<file path="config.mk">
export PLATFORM = sky130hd
export DESIGN_NAME = bios_loader_flat
export DESIGN_NICKNAME = d
export VERILOG_FILES = /design/src/rtl/bios_loader_if.sv /design/src/rtl/bios_loader.sv /design/src/flat_wrapper.sv
export SDC_FILE = /design/constraint.sdc
export NUM_CORES = 1
export LEC_CHECK = 0
export BUFFER_PORTS_ARGS = -buffer_cell sky130_fd_sc_hd__clkbuf_2
export CELL_PAD_IN_SITES_DETAIL_PLACEMENT = 1
export CELL_PAD_IN_SITES_GLOBAL_PLACEMENT = 1
export CORE_UTILIZATION = 49
export DETAILED_ROUTE_END_ITERATION = 10
export GPL_TIMING_DRIVEN = 1
export PLACE_DENSITY = 0.79
export SYNTH_ARGS = -nofsm -noshare
export SYNTH_HDL_FRONTEND = slang
export SYNTH_SLANG_ARGS = --single-unit
</file>
<file path="constraint.sdc">
create_clock -name clk_sys -period 7.6 [get_ports clk_sys]
set_input_delay 0.76 -clock clk_sys [delete_from_list [all_inputs] [get_ports clk_sys]]
set_output_delay 0.76 -clock clk_sys [all_outputs]
set_load 0.01 [all_outputs]
</file>
<file path="src/rtl/bios_loader_if.sv">
// Port bundle for bios_loader: the hps_io ioctl download stream plus the
// system BIOS word-write port. The loader uses the slave view.
interface bios_loader_if;
  logic        ioctl_download;
  logic        ioctl_wr;
  logic [24:0] ioctl_addr;
  logic [7:0]  ioctl_dout;
  logic [7:0]  ioctl_index;
  logic        ioctl_wait;

  logic [12:0] bios_addr;
  logic [15:0] bios_din;
  logic        bios_wr;
  logic        bios_req;

  modport master (
    output ioctl_download, ioctl_wr, ioctl_addr, ioctl_dout, ioctl_index, bios_req,
    input  ioctl_wait, bios_addr, bios_din, bios_wr
  );

  modport slave (
    input  ioctl_download, ioctl_wr, ioctl_addr, ioctl_dout, ioctl_index, bios_req,
    output ioctl_wait, bios_addr, bios_din, bios_wr
  );
endinterface

</file>
<file path="src/rtl/bios_loader.sv">
// Packs the ioctl byte stream into little-endian 16-bit words, buffers them
// in a small FIFO and drains them into the BIOS port; bios_loaded marks completion.
module bios_loader #(
  parameter int         WORDS      = 8192,
  parameter int         FIFO_DEPTH = 16,
  parameter logic [7:0] BIOS_INDEX = 8'h00
) (
  input  logic         clk_sys,
  input  logic         reset_n,
  bios_loader_if.slave bus,
  output logic         bios_loaded,
  output logic         overflow,
  output logic [13:0]  word_count
);
  localparam int AW = $clog2(WORDS);
  localparam int PW = $clog2(FIFO_DEPTH);
  localparam int CW = PW + 1;
  localparam logic [24:0]   BYTE_LIMIT = 25'(2 * WORDS);
  localparam logic [CW-1:0] WAIT_LEVEL = CW'(FIFO_DEPTH - 2);
  localparam logic [13:0]   COUNT_MAX  = 14'(WORDS);

  typedef enum logic [1:0] { IDLE, LOAD, FLUSH, DONE } state_t;

  typedef struct packed {
    logic [AW-1:0] wa;
    logic [15:0]   data;
  } entry_t;

  state_t        state, state_next;
  logic          active, active_q, start, stop, restart, take_byte;
  logic [AW-1:0] byte_wa;
  logic [7:0]    byte_data;

  logic          pend_valid, pend_valid_next;
  logic [AW-1:0] pend_wa, pend_wa_next;
  logic [7:0]    pend_lo, pend_lo_next;

  logic          push_a, push_b, drop;
  logic [1:0]    n_push;
  entry_t        entry_a, entry_b;

  entry_t        mem [FIFO_DEPTH];
  logic [PW-1:0] wr_ptr, rd_ptr;
  logic [CW-1:0] fifo_count;
  logic          pop, xfer;

  logic          out_wr;
  entry_t        out_entry;

  assign active    = bus.ioctl_download && (bus.ioctl_index == BIOS_INDEX);
  assign start     = active && !active_q;
  assign stop      = active_q && !active;
  assign restart   = start && ((state == IDLE) || (state == DONE));
  assign take_byte = (state == LOAD) && active && bus.ioctl_wr;
  assign byte_wa   = bus.ioctl_addr[AW:1];
  assign byte_data = bus.ioctl_dout;

  // FSM next-state logic.
  // NOTE: every signal written in an always_comb gets a default first, so no path can infer a latch.
  always_comb begin
    state_next = state;
    case (state)
      IDLE:    if (start) state_next = LOAD;
      LOAD:    if (stop) state_next = FLUSH;
      FLUSH:   if ((fifo_count == '0) && !out_wr) state_next = DONE;
      DONE:    if (start) state_next = LOAD;
      default: state_next = IDLE;
    endcase
  end

  // Byte packing: up to two FIFO pushes per byte, the older padded word first.
  always_comb begin
    pend_valid_next = pend_valid;
    pend_wa_next    = pend_wa;
    pend_lo_next    = pend_lo;
    push_a          = 1'b0;
    push_b          = 1'b0;
    drop            = 1'b0;
    entry_a         = '0;
    entry_b         = '0;

    if (restart) begin
      pend_valid_next = 1'b0;
    end else if (take_byte) begin
      if (bus.ioctl_addr >= BYTE_LIMIT) begin
        drop = 1'b1;
      end else if (!bus.ioctl_addr[0]) begin
        push_a          = pend_valid;
        entry_a         = {pend_wa, 8'h00, pend_lo};
        pend_valid_next = 1'b1;
        pend_wa_next    = byte_wa;
        pend_lo_next    = byte_data;
      end else begin
        pend_valid_next = 1'b0;
        push_a          = 1'b1;
        if (pend_valid && (pend_wa == byte_wa)) begin
          entry_a = {byte_wa, byte_data, pend_lo};
        end else if (pend_valid) begin
          entry_a = {pend_wa, 8'h00, pend_lo};
          push_b  = 1'b1;
          entry_b = {byte_wa, byte_data, 8'h00};
        end else begin
          entry_a = {byte_wa, byte_data, 8'h00};
        end
      end
    end else if ((state == LOAD) && stop && pend_valid) begin
      push_a          = 1'b1;
      entry_a         = {pend_wa, 8'h00, pend_lo};
      pend_valid_next = 1'b0;
    end
  end

  assign n_push = {1'b0, push_a} + {1'b0, push_b};
  assign xfer   = out_wr && bus.bios_req;
  assign pop    = (fifo_count != '0) && (!out_wr || bus.bios_req);

  // NOTE: sequential state uses non-blocking assignments so every register samples pre-edge values.
  always_ff @(posedge clk_sys or negedge reset_n) begin
    if (!reset_n) begin
      state      <= IDLE;
      active_q   <= 1'b0;
      pend_valid <= 1'b0;
      pend_wa    <= '0;
      pend_lo    <= '0;
      overflow   <= 1'b0;
      word_count <= '0;
    end else begin
      state      <= state_next;
      active_q   <= active;
      pend_valid <= pend_valid_next;
      pend_wa    <= pend_wa_next;
      pend_lo    <= pend_lo_next;
      if (restart) begin
        overflow   <= 1'b0;
        word_count <= '0;
      end else begin
        if (drop) overflow <= 1'b1;
        if (xfer && (word_count != COUNT_MAX)) word_count <= word_count + 14'd1;
      end
    end
  end

  // NOTE: the storage array is not reset; pointers and count alone define which entries are valid.
  always_ff @(posedge clk_sys) begin
    if (push_a) mem[wr_ptr] <= entry_a;
    if (push_b) mem[wr_ptr + 1'b1] <= entry_b;
  end

  always_ff @(posedge clk_sys or negedge reset_n) begin
    if (!reset_n) begin
      wr_ptr     <= '0;
      rd_ptr     <= '0;
      fifo_count <= '0;
      out_wr     <= 1'b0;
      out_entry  <= '0;
    end else begin
      wr_ptr     <= wr_ptr + PW'(n_push);
      fifo_count <= fifo_count + CW'(n_push) - CW'(pop);
      if (pop) begin
        out_wr    <= 1'b1;
        out_entry <= mem[rd_ptr];
        rd_ptr    <= rd_ptr + 1'b1;
      end else if (xfer) begin
        out_wr <= 1'b0;
      end
    end
  end

  // Headroom of two entries covers an odd byte that flushes a stale pending byte.
  assign bus.ioctl_wait = active && (fifo_count >= WAIT_LEVEL);
  assign bus.bios_wr    = out_wr;
  assign bus.bios_addr  = out_entry.wa;
  assign bus.bios_din   = out_entry.data;
  assign bios_loaded    = (state == DONE);
endmodule

</file>
<file path="src/flat_wrapper.sv">
// flat-port wrapper written by rule: the top's interface ports become plain ports
module bios_loader_flat 
#(
  parameter int         WORDS      = 8192,
  parameter int         FIFO_DEPTH = 16,
  parameter logic [7:0] BIOS_INDEX = 8'h00
)
  (clk_sys, reset_n, bios_loaded, overflow, word_count, bus_ioctl_download, bus_ioctl_wr, bus_ioctl_addr, bus_ioctl_dout, bus_ioctl_index, bus_bios_req, bus_ioctl_wait, bus_bios_addr, bus_bios_din, bus_bios_wr);
  bios_loader_if bus_i ();
  input  logic clk_sys;
  input  logic reset_n;
  output logic bios_loaded;
  output logic overflow;
  output logic [13:0] word_count;
  input wire logic [$bits(bus_i.ioctl_download)-1:0] bus_ioctl_download;
  input wire logic [$bits(bus_i.ioctl_wr)-1:0] bus_ioctl_wr;
  input wire logic [$bits(bus_i.ioctl_addr)-1:0] bus_ioctl_addr;
  input wire logic [$bits(bus_i.ioctl_dout)-1:0] bus_ioctl_dout;
  input wire logic [$bits(bus_i.ioctl_index)-1:0] bus_ioctl_index;
  input wire logic [$bits(bus_i.bios_req)-1:0] bus_bios_req;
  output wire logic [$bits(bus_i.ioctl_wait)-1:0] bus_ioctl_wait;
  output wire logic [$bits(bus_i.bios_addr)-1:0] bus_bios_addr;
  output wire logic [$bits(bus_i.bios_din)-1:0] bus_bios_din;
  output wire logic [$bits(bus_i.bios_wr)-1:0] bus_bios_wr;
  assign bus_i.ioctl_download = bus_ioctl_download;
  assign bus_i.ioctl_wr = bus_ioctl_wr;
  assign bus_i.ioctl_addr = bus_ioctl_addr;
  assign bus_i.ioctl_dout = bus_ioctl_dout;
  assign bus_i.ioctl_index = bus_ioctl_index;
  assign bus_i.bios_req = bus_bios_req;
  assign bus_ioctl_wait = bus_i.ioctl_wait;
  assign bus_bios_addr = bus_i.bios_addr;
  assign bus_bios_din = bus_i.bios_din;
  assign bus_bios_wr = bus_i.bios_wr;
  bios_loader #(.WORDS(WORDS), .FIFO_DEPTH(FIFO_DEPTH), .BIOS_INDEX(BIOS_INDEX)) u_core (.clk_sys(clk_sys), .reset_n(reset_n), .bus(bus_i), .bios_loaded(bios_loaded), .overflow(overflow), .word_count(word_count));
endmodule
</file>
==> metrics <==
Nets=1796; Die X=229 µm; fin. max-slew vios=0; Cell variety after synth=66; Initial Utilization=50.0%; synth warn=0; Die H=229 µm; H-Tree Depth=2; Syn Area/Cell=14.9 µm²; CP startpoint kind=register; detailed-placement wirelength estimate=47400 µm; clk sink count=547; total gr overflow=0; die footprint=52600 µm²; Crit. End Element=register; switch share=27.8%; I/O pins=93; Port-buffer cells=92; Tot Pwr=7.36 mW; #FFs+latches synth=547; Hold Path Class=in -> async; area grow syn2layout=10.6%; Starting DRT DRC Count=1828; prevailing post-synth register cell=edfxtp_1; Tmin final=5060 ps; EDFF count, synth=336; Max transition margin=16.9%; Pint=5.31 mW; Mapped Cells=1698; top cell type's share of synthesized area=39.9%; Vias=16500; Core ar.=50600 µm²; Tcrit/Tclk final=66.6%; CTS max path bufs=3; setup violators final=0; final wirelength=75500 µm; worst-margin pin slew=1240 ps; ys async rst share=15.2%; Switch Pwr=2.04 mW; combinational group share of total power=17.1%; VDD IR max=0.000268 V; TritonRoute pass-1 iters=6; CP Class=reg -> reg; Rows=82; largest net degree at the start of global routing=102; first-pass GRT wire length=114000 µm; R2R depth=18; clock power share=37.1%; CTS tree=built; sequential share of power=45.9%; Remaining DRCs=0; CP Data Arrival Time=5600 ps; gr usage total=29.1%; RD Place Congestion=0.857; Worst-Skew Late Latency=640 ps; Worst EP required=8140 ps; Fin Clk Skew=37.4 ps; PwrDens=263 nW/µm²; CTS resizes=0; Clock Pin Slew Worst Setup and Hold Paths=60 ps; Max Fanout on Critical Path=48; RSZ-0062 raised after global routing=false; most frequent cells in the layout=edfxtp_1 (336), mux4_2 (145), o2bb2ai_1 (139); Post-CTS Setup Inserts=0; TNS Setup=0 ps; fmax=198 MHz; syn_nets=1764; synth top area cells=edfxtp_1 (40%), mux4_2 (13%), dfxtp_1 (10%), dfrtp_1 (8.2%), o2bb2ai_1 (4.8%); outcome=complete, no violations; most common cell after layout, fill and taps aside=edfxtp_1; Num CTS Buffers=56; fraction of layout cells with a size suffix above 1=25.9%; area leader, netlist=edfxtp_1; mapped cell area=25300 µm²; DRT antenna net count=0; max-cap violations=0; vias in the first global route=17600; root buf cell=clkbuf_16; post-synthesis sequential area ratio=58.2%; Lkg Pwr=8.93 nW; Via density=6.75; Final Hold Fails=0; initial antenna violation count=2; hold buffers post-CTS=0; routed length per instance=30.8 µm
## power groups by stage
stage               clock (mW)  combinational, mW  sequential (mW)
global placement             0               1.25             3.44
CTS                       2.76               1.27             3.38
floorplan                    0              0.950             3.36
finish                    2.73               1.26             3.37
global route              2.86               1.35             3.40
detailed placement           0               1.27             3.44
## worst max-delay path: stages (launching register included)
cell and delay, ps:
dfrtp_1 420, inv_1 70, ha_1 350, nand2b_1 130
nor4_4 860, nor3_2 150, nand2_2 90, buf_4 530
clkinv_1 460, ha_1 430, inv_1 50, ha_1 260
inv_1 40, ha_1 210, fa_1 470, a21oi_1 160
nor2_1 60, nor2_1 110, xnor2_1 130
## stage by stage
stage	cell area (µm²)	std cells	worst slack (ps)	hold slack (ps)	util (%)
floorplan	25300	1698	3110	427	-
global placement	26200	2344	2080	439	51.8
finish	28000	2451	2540	103	55.3
CTS	28000	2450	2490	106	55.3
global route	28000	2451	2220	135	55.3
detailed placement	26200	2344	1950	442	51.8
## registers in the layout (all words and copies together) (netlist names)
register and count:
u_core.pend_lo 8, u_core.mem 464, u_core.bus.bios_wr 1, u_core.wr_ptr 4, u_core.overflow 1, u_core.state 2, u_core.bus.bios_addr 13, u_core.fifo_count 5
u_core.pend_wa 13, u_core.active_q 1, u_core.bus.bios_din 16, u_core.rd_ptr 4, u_core.pend_valid 1, u_core.word_count 14
## Yosys cell counts, drive strengths merged (3+ instances only)
cell and instances:
nand2b 3, nor2b 7, o2bb2ai 139, a21o 3, a21oi 13, and2 132, dfxtp 128, clkbuf 74
edfxtp 336, ha 18, or4 3, nand3 13, nor4 8, mux2 50, a22o 136, nand2 42
buf 70, nor2 52, xor2 22, mux4 145, a2bb2o 7, and3 6, xnor2 9, inv 38
nand4b 15, nand4 7, o21a 14, or3 5, o22ai 78, dfrtp 83, nor4b 3, a22oi 4
nor3 7, o21ai 10
## worst paths after layout
kind                                           startpoint                             end  slack [ps]
min reg2reg                u_core.mem[10][2]$_SDFFE_PP0P_  u_core.mem[10][2]$_SDFFE_PP0P_         460
max in group asynchronous                         reset_n   u_core.pend_wa[5]$_DFFE_PN0P_        6330
max                           u_core.state[0]$_DFFE_PN0P_  u_core.fifo_count[4]$_DFF_PN0_        2540
min in group clk_sys       u_core.mem[10][2]$_SDFFE_PP0P_  u_core.mem[10][2]$_SDFFE_PP0P_         460
max reg2reg                   u_core.state[0]$_DFFE_PN0P_  u_core.fifo_count[4]$_DFF_PN0_        2540
min                                               reset_n    u_core.rd_ptr[0]$_DFFE_PN0P_         100
## metal layers
metal	share of wire, %	track usage (%)
met1	39	37.7
met4	3.5	11.0
met3	8.6	5.91
met2	49	48.3
met5	0.019	0
## logic make-up (layout without fill, tap and decap cells)
group / after synthesis / after routing / synth area share [%]
other: 0 / 1 / 0
AOI/OAI and AO/OA: 413 / 413 / 13.5
xor gates and xnor gates: 31 / 31 / 1.07
adders and majority gates: 20 / 20 / 1.05
muxes: 196 / 196 / 15.2
buffers and inverters: 183 / 263 / 3.17
DFF: 547 / 547 / 58.2
and+or+nand+nor: 308 / 308 / 7.86
## area by class of cell
cell class | count | area, µm²
inverter | 39 | 146
multi-input combinational | 968 | 9800
fill | 4777 | 22600
clock inverter | 31 | 244
timing repair buffer | 118 | 671
antenna | 1 | 2.50
sequential | 547 | 14700
clock buffer | 75 | 1550
tap | 672 | 841
Power figures use the tool's default switching activity.
